File: config.mk
export PLATFORM = sky130hd
export DESIGN_NAME = branch_unit_flat
export DESIGN_NICKNAME = d
export VERILOG_FILES = /design/src/rtl/definitions.sv /design/src/rtl/branch_unit_if.sv /design/src/rtl/ret_stack.sv /design/src/rtl/branch_unit.sv /design/src/flat_wrapper.sv
export SDC_FILE = /design/constraint.sdc
export NUM_CORES = 1
export LEC_CHECK = 0
export BUFFER_PORTS_ARGS = -buffer_cell sky130_fd_sc_hd__buf_2
export CORE_MARGIN = 2
export CORE_UTILIZATION = 45
export CTS_CLUSTER_DIAMETER = 80
export CTS_CLUSTER_SIZE = 20
export DETAILED_ROUTE_END_ITERATION = 12
export SYNTH_ARGS = -nofsm -noshare
export SYNTH_HDL_FRONTEND = slang
export SYNTH_HIERARCHICAL = 1
export SYNTH_SLANG_ARGS = --single-unit
File: constraint.sdc
create_clock -name Clk -period 3.5 [get_ports Clk]
set_input_delay 0.7 -clock Clk [delete_from_list [all_inputs] [get_ports Clk]]
set_output_delay 0.7 -clock Clk [all_outputs]
set_load 0.02 [all_outputs]
File: src/rtl/definitions.sv
// Shared opcode encodings for the processor's control-flow instructions.
package definitions;

  localparam logic [3:0] kJ    = 4'h1;
  localparam logic [3:0] kBRE  = 4'h2;
  localparam logic [3:0] kBRGT = 4'h3;
  localparam logic [3:0] kCALL = 4'h4;
  localparam logic [3:0] kRET  = 4'h5;

  typedef enum logic [3:0] {
    BR_J    = kJ,
    BR_BRE  = kBRE,
    BR_BRGT = kBRGT,
    BR_CALL = kCALL,
    BR_RET  = kRET
  } branch_op_t;

endpackage

File: src/rtl/branch_unit_if.sv
// Bus between the fetch/ALU/loader side and the branch unit.
interface branch_unit_if #(
  parameter int IW   = 9,
  parameter int IDXW = 5,
  parameter int PCW  = 16
);
  logic [IW-1:0]   Instruction;
  logic [PCW-1:0]  PC;
  logic            Zero;
  logic            Greater;
  logic            FlagWrEn;
  logic            Stall;
  logic            LutWrEn;
  logic [IDXW-1:0] LutWrIdx;
  logic [PCW-1:0]  LutWrData;
  logic            jump_en;
  logic [PCW-1:0]  Target;
  logic            StackErr;

  modport master (
    output Instruction, PC, Zero, Greater, FlagWrEn, Stall,
           LutWrEn, LutWrIdx, LutWrData,
    input  jump_en, Target, StackErr
  );

  modport slave (
    input  Instruction, PC, Zero, Greater, FlagWrEn, Stall,
           LutWrEn, LutWrIdx, LutWrData,
    output jump_en, Target, StackErr
  );
endinterface

File: src/rtl/ret_stack.sv
// Return-address LIFO; pushes when full and pops when empty are dropped
// and reported on ovf/unf for the cycle they are requested.
module ret_stack #(
  parameter int PCW = 16,
  parameter int RSD = 4
) (
  input  logic           Clk,
  input  logic           Reset_n,
  input  logic           push,
  input  logic           pop,
  input  logic [PCW-1:0] din,
  output logic [PCW-1:0] top,
  output logic           empty,
  output logic           full,
  output logic           ovf,
  output logic           unf
);
  localparam int SPW = $clog2(RSD + 1);
  // Storage is padded to a power of two so pointers index it at full width.
  localparam int DEPTH = 1 << SPW;
  localparam logic [SPW-1:0] SP_FULL = SPW'(RSD);

  logic [SPW-1:0] sp;
  logic [PCW-1:0] mem [DEPTH];

  assign empty = (sp == '0);
  assign full  = (sp == SP_FULL);
  assign ovf   = push && full;
  assign unf   = pop && empty;
  assign top   = empty ? '0 : mem[sp - SPW'(1)];

  always_ff @(posedge Clk or negedge Reset_n) begin
    if (!Reset_n) begin
      sp <= '0;
      for (int i = 0; i < DEPTH; i++) mem[i] <= '0;
    end else if (push && !full) begin
      mem[sp] <= din;
      sp      <= sp + SPW'(1);
    end else if (pop && !empty) begin
      sp <= sp - SPW'(1);
    end
  end
endmodule

File: src/rtl/branch_unit.sv
// Branch/jump controller: registered ALU flags, writable target LUT and a
// return stack for CALL/RET. Redirect decode is combinational.
module branch_unit
  import definitions::*;
#(
  parameter int IW   = 9,
  parameter int OPW  = 4,
  parameter int IDXW = 5,
  parameter int PCW  = 16,
  parameter int RSD  = 4
) (
  input logic          Clk,
  input logic          Reset_n,
  branch_unit_if.slave bus
);
  logic [OPW-1:0]  op;
  logic [IDXW-1:0] idx;
  logic [PCW-1:0]  lut [2**IDXW];
  logic [PCW-1:0]  lut_rd;
  logic [PCW-1:0]  stk_top;
  logic [PCW-1:0]  target;
  logic            jump;
  logic            zero_q;
  logic            greater_q;
  logic            stack_err;
  logic            push;
  logic            pop;
  logic            stk_empty;
  logic            stk_full;
  logic            ovf;
  logic            unf;

  assign op     = bus.Instruction[IW-1 -: OPW];
  assign idx    = bus.Instruction[IDXW-1:0];
  assign lut_rd = lut[idx];
  assign push   = (op == kCALL) && !bus.Stall;
  assign pop    = (op == kRET) && !bus.Stall;

  ret_stack #(.PCW(PCW), .RSD(RSD)) u_ret_stack (
    .Clk    (Clk),
    .Reset_n(Reset_n),
    .push   (push),
    .pop    (pop),
    .din    (bus.PC + PCW'(1)),
    .top    (stk_top),
    .empty  (stk_empty),
    .full   (stk_full),
    .ovf    (ovf),
    .unf    (unf)
  );

  always_comb begin
    jump   = 1'b0;
    target = '0;
    case (op)
      kJ, kCALL: begin
        jump   = 1'b1;
        target = lut_rd;
      end
      kBRE: if (zero_q) begin
        jump   = 1'b1;
        target = lut_rd;
      end
      kBRGT: if (greater_q) begin
        jump   = 1'b1;
        target = lut_rd;
      end
      kRET: if (!stk_empty) begin
        jump   = 1'b1;
        target = stk_top;
      end
      default: ;
    endcase
  end

  assign bus.jump_en  = jump;
  assign bus.Target   = target;
  assign bus.StackErr = stack_err;

  // LUT reads above see the pre-edge contents, so a same-cycle write is not forwarded.
  always_ff @(posedge Clk or negedge Reset_n) begin
    if (!Reset_n) begin
      zero_q    <= 1'b0;
      greater_q <= 1'b0;
      stack_err <= 1'b0;
      for (int i = 0; i < 2**IDXW; i++) lut[i] <= '0;
    end else begin
      if (bus.FlagWrEn && !bus.Stall) begin
        zero_q    <= bus.Zero;
        greater_q <= bus.Greater;
      end
      if (ovf || unf) stack_err <= 1'b1;
      if (bus.LutWrEn) lut[bus.LutWrIdx] <= bus.LutWrData;
    end
  end

  stack_state_sane: assert property (@(posedge Clk) disable iff (!Reset_n)
    stk_full |-> !stk_empty);
endmodule

File: src/flat_wrapper.sv
// flat-port wrapper written by rule: the top's interface ports become plain ports
module branch_unit_flat import definitions::*;
#(
  parameter int IW   = 9,
  parameter int OPW  = 4,
  parameter int IDXW = 5,
  parameter int PCW  = 16,
  parameter int RSD  = 4
)
  (Clk, Reset_n, bus_Instruction, bus_PC, bus_Zero, bus_Greater, bus_FlagWrEn, bus_Stall, bus_LutWrEn, bus_LutWrIdx, bus_LutWrData, bus_jump_en, bus_Target, bus_StackErr);
  branch_unit_if #(.IW(IW), .IDXW(IDXW), .PCW(PCW)) bus_i ();
  input logic Clk;
  input logic Reset_n;
  input wire logic [$bits(bus_i.Instruction)-1:0] bus_Instruction;
  input wire logic [$bits(bus_i.PC)-1:0] bus_PC;
  input wire logic [$bits(bus_i.Zero)-1:0] bus_Zero;
  input wire logic [$bits(bus_i.Greater)-1:0] bus_Greater;
  input wire logic [$bits(bus_i.FlagWrEn)-1:0] bus_FlagWrEn;
  input wire logic [$bits(bus_i.Stall)-1:0] bus_Stall;
  input wire logic [$bits(bus_i.LutWrEn)-1:0] bus_LutWrEn;
  input wire logic [$bits(bus_i.LutWrIdx)-1:0] bus_LutWrIdx;
  input wire logic [$bits(bus_i.LutWrData)-1:0] bus_LutWrData;
  output wire logic [$bits(bus_i.jump_en)-1:0] bus_jump_en;
  output wire logic [$bits(bus_i.Target)-1:0] bus_Target;
  output wire logic [$bits(bus_i.StackErr)-1:0] bus_StackErr;
  assign bus_i.Instruction = bus_Instruction;
  assign bus_i.PC = bus_PC;
  assign bus_i.Zero = bus_Zero;
  assign bus_i.Greater = bus_Greater;
  assign bus_i.FlagWrEn = bus_FlagWrEn;
  assign bus_i.Stall = bus_Stall;
  assign bus_i.LutWrEn = bus_LutWrEn;
  assign bus_i.LutWrIdx = bus_LutWrIdx;
  assign bus_i.LutWrData = bus_LutWrData;
  assign bus_jump_en = bus_i.jump_en;
  assign bus_Target = bus_i.Target;
  assign bus_StackErr = bus_i.StackErr;
  branch_unit #(.IW(IW), .OPW(OPW), .IDXW(IDXW), .PCW(PCW), .RSD(RSD)) u_core (.Clk(Clk), .Reset_n(Reset_n), .bus(bus_i));
endmodule
==> out/results.tsv <==
metric	value	unit
outcome	complete, but fails checks	
violations	setup timing	
drcViolationCount	0	
r2r_cells	7	
syn_inst	2045	
slew_viol_final	0	
drt_iter0_drc	1248	
path_class	flop to output port	
yosysTopAreaCell	dfrtp_1	
start_util	0.456	
endpoint	bus_Target[13]	
synthArstFlopShare	1.00	
path_max_fanout	8	
synthFlopType	dfrtp_1	
die_w	265	um
reg2reg_from	u_core/u_ret_stack/sp[0]	
hold_viol	0	
met3_usage	0.0333	
intPower	0.0142	W
synth_compound_area_frac	0.0388	
synth_top_area_share	0.526	
syn-cell-area	30700	sq um
tightest_slew	0.802	ns
setup_violations	14	
switching_share	0.296	
dieArea	70400	sq um
chipHeight	265	um
synth-seq-area-share	0.526	
ctsHoldBuffers	0	
yosys_warnings	6	
rrSetupSlack	1.43	ns
wl_per_cell	27.1	um
grt_pass1_wl	124000	um
grt_pass1_vias	19300	
synth_area_leaders	dfrtp_1, mux2_1, mux4_2	
clkSinkCount	646	
clk_latency	0.60	ns
row_count	95	
drive_gt1_frac	0.364	
tritoncts	done	
gp_congestion	0.877	
stdcell_count	3029	
fmax	275	MHz
critPathLaunch	u_core/u_ret_stack/sp[0]	
final_common_cell	dfrtp_1	
synth.area.mux_share	0.364	
worstPathRequired	2.80	ns
max_slew_margin	0.462	
clockBufferDepth	3	
worst_clock_skew	0.0270	ns
arrival	2.94	ns
pin_count	71	
finalCritPeriodShare	1.04	
grt_max_degree	82	
multi_input_area	14100	sq um
crit_path_start_kind	flop	
first_pass_iters	6	
ys_seq_elements	646	
clk_pin_slew	0.08	ns
p_leak	15.9	nW
htreeDepth	2	
power_density	580	nW/um^2
synth-adder-area-share	0.00163	
synth.distinct_cells	55	
area_growth_syn_to_layout	13.2	%
clock-root-buffer	clkbuf_16	
globalRouteOverflowTotal	0	
antenna_found_initial	3	
seq_area	16200	sq um
dpl_cell_area	32700	sq um
cts_made_buffers	40	
power.share.clock	0.242	
grt_util_all_layers	0.235	
maxCapViolCount	0	
min_period	3.64	ns
use_met1	0.344	
holdCritPathClass	input pin to async pin	
combPwrFrac	0.276	
vias	18100	
fin_area	34800	sq um
synth_nets	2102	
viasPerCell	5.97	
synth-xor-area-share	0.00427	
tns	-0.712	ns
avgSynthCellArea	15.0	sq um
synth-simple-area-share	0.0306	
synth_top_family_by_area	multiplexers	
timing.rr.end	u_core/u_ret_stack/mem[12]	
final_cell_mix	dfrtp_1, mux2_1, mux2_2	
use_met2	0.369	
core_region_area	67400	sq um
worst_slack	-0.136	ns
ir_drop	0.000370	V
antenna_left	0	
power.switching	0.00597	W
power_frac_seq	0.482	
n_antenna_cell	0	
portBuffers	70	
critPathCaptureType	output port	
synth_edf_count	0	
place_hpwl	52200	um
wirelength	82000	um
rsz0062_at_grt	yes	
fillers	5564	
placed_cells	2960	
nNetsFinal	2201	
busiest_layer	met2	
==> how the worst min path moves through the flow <==
stage                        startpoint                          to  cells past startpoint
floorplan                       Reset_n         u_core/bus.StackErr                      0
global placement         u_core/lut[49]              u_core/lut[49]                      1
detailed placement  u_core/bus.StackErr         u_core/bus.StackErr                      1
CTS                             Reset_n             u_core/lut[381]                      1
global route                    Reset_n             u_core/lut[381]                      1
finish                          Reset_n  u_core/u_ret_stack/mem[92]                      1
==> repair_timing <==
item,in CTS,in global routing
buffers inserted,7,8
cloned,3,5
resized for setup,106,30
pin swaps,13,10
endpoints found under the hold margin,0,0
setup endpoints to repair,16,16
==> worst max-delay path, stage by stage (launching register included) <==
cell      delay, ns
dfrtp_2        0.41
inv_4          0.06
ha_4           0.33
buf_12         0.16
mux4_2         0.18
inv_1          0.04
o22ai_1        0.16
buf_4          0.19
a31oi_1        0.09
o221a_2        0.15
a221oi_4       0.36
buf_6          0.18
==> cell type report <==
cell class | count | area share
clock buffers | 44 | 0.0310
clock inverters | 10 | 0.00313
multi-input cells | 1189 | 0.404
inverters | 40 | 0.00439
flip-flops and latches | 646 | 0.465
well taps | 873 | 0.0314
repair buffers | 227 | 0.0614
==> Yosys cell counts, types with 3 or more instances <==
cell type / count
buf_4: 17
buf_6: 16
xor2_1: 3
xnor2_1: 12
nand2b_1: 18
o22ai_1: 16
and2_1: 3
clkbuf_1: 80
mux2_1: 412
nand4_1: 3
nor2b_1: 6
o21ai_0: 4
ha_1: 4
a31oi_1: 12
nor3_2: 4
nor2_1: 23
mux2_4: 20
nand2_1: 55
inv_1: 38
or2_1: 9
a21oi_1: 7
a31o_2: 5
dfrtp_1: 646
a221oi_2: 20
nor2_2: 12
a221oi_1: 35
buf_2: 48
nand3b_1: 3
mux4_2: 128
nand3_1: 11
nor3b_1: 3
mux2_2: 231
and3_1: 4
a221o_1: 11
nor3_1: 6
nor3b_2: 4
buf_1: 6
o221a_2: 12
or3_1: 3
mux2i_1: 76
==> layer usage <==
layer	routed length [um]	vias to the layer above
li1	-	7757
met1	38200	9871
met2	38200	350
met3	3610	96
met4	1950	2
met5	11	-
==> sequential cells by signal (all words and copies together), names as in the netlist <==
signal and flops:
u_core/lut 512, u_core/u_ret_stack/sp 3, u_core/greater_q 1, u_core/u_ret_stack/mem 128
u_core/bus.StackErr 1, u_core/zero_q 1
==> logic make-up (layout without fill, tap and decap cells) <==
family	count (synthesis)	count (layout)
buf+inv	210	321
compound gates	129	129
simple gates	174	174
flops	646	646
fa+ha+maj	4	4
mux	867	867
xor+xnor	15	15
==> power by group through the flow <==
stage	combinational (W)	sequential (W)	clock, W
2_1_floorplan	0.00322	0.00962	0
3_3_place_gp	0.00461	0.00977	0
3_5_place_dp	0.00471	0.00988	0
4_1_cts	0.00552	0.00973	0.00504
5_1_grt	0.00594	0.00993	0.00530
6_report	0.00557	0.00974	0.00488
==> stage by stage <==
step | worst slack (ns) | total power [W] | util | hold WS (ns)
CTS | -0.189 | 0.0203 | 0.513 | 0.157
finish | -0.136 | 0.0202 | 0.516 | 0.150
detailed placement | -0.201 | 0.0146 | 0.485 | 0.461
global placement | -0.108 | 0.0144 | 0.485 | 0.462
floorplan | 0.418 | 0.0128 | - | 0.404
global route | -0.207 | 0.0212 | 0.516 | 0.179
Power figures use the tool's default switching activity.
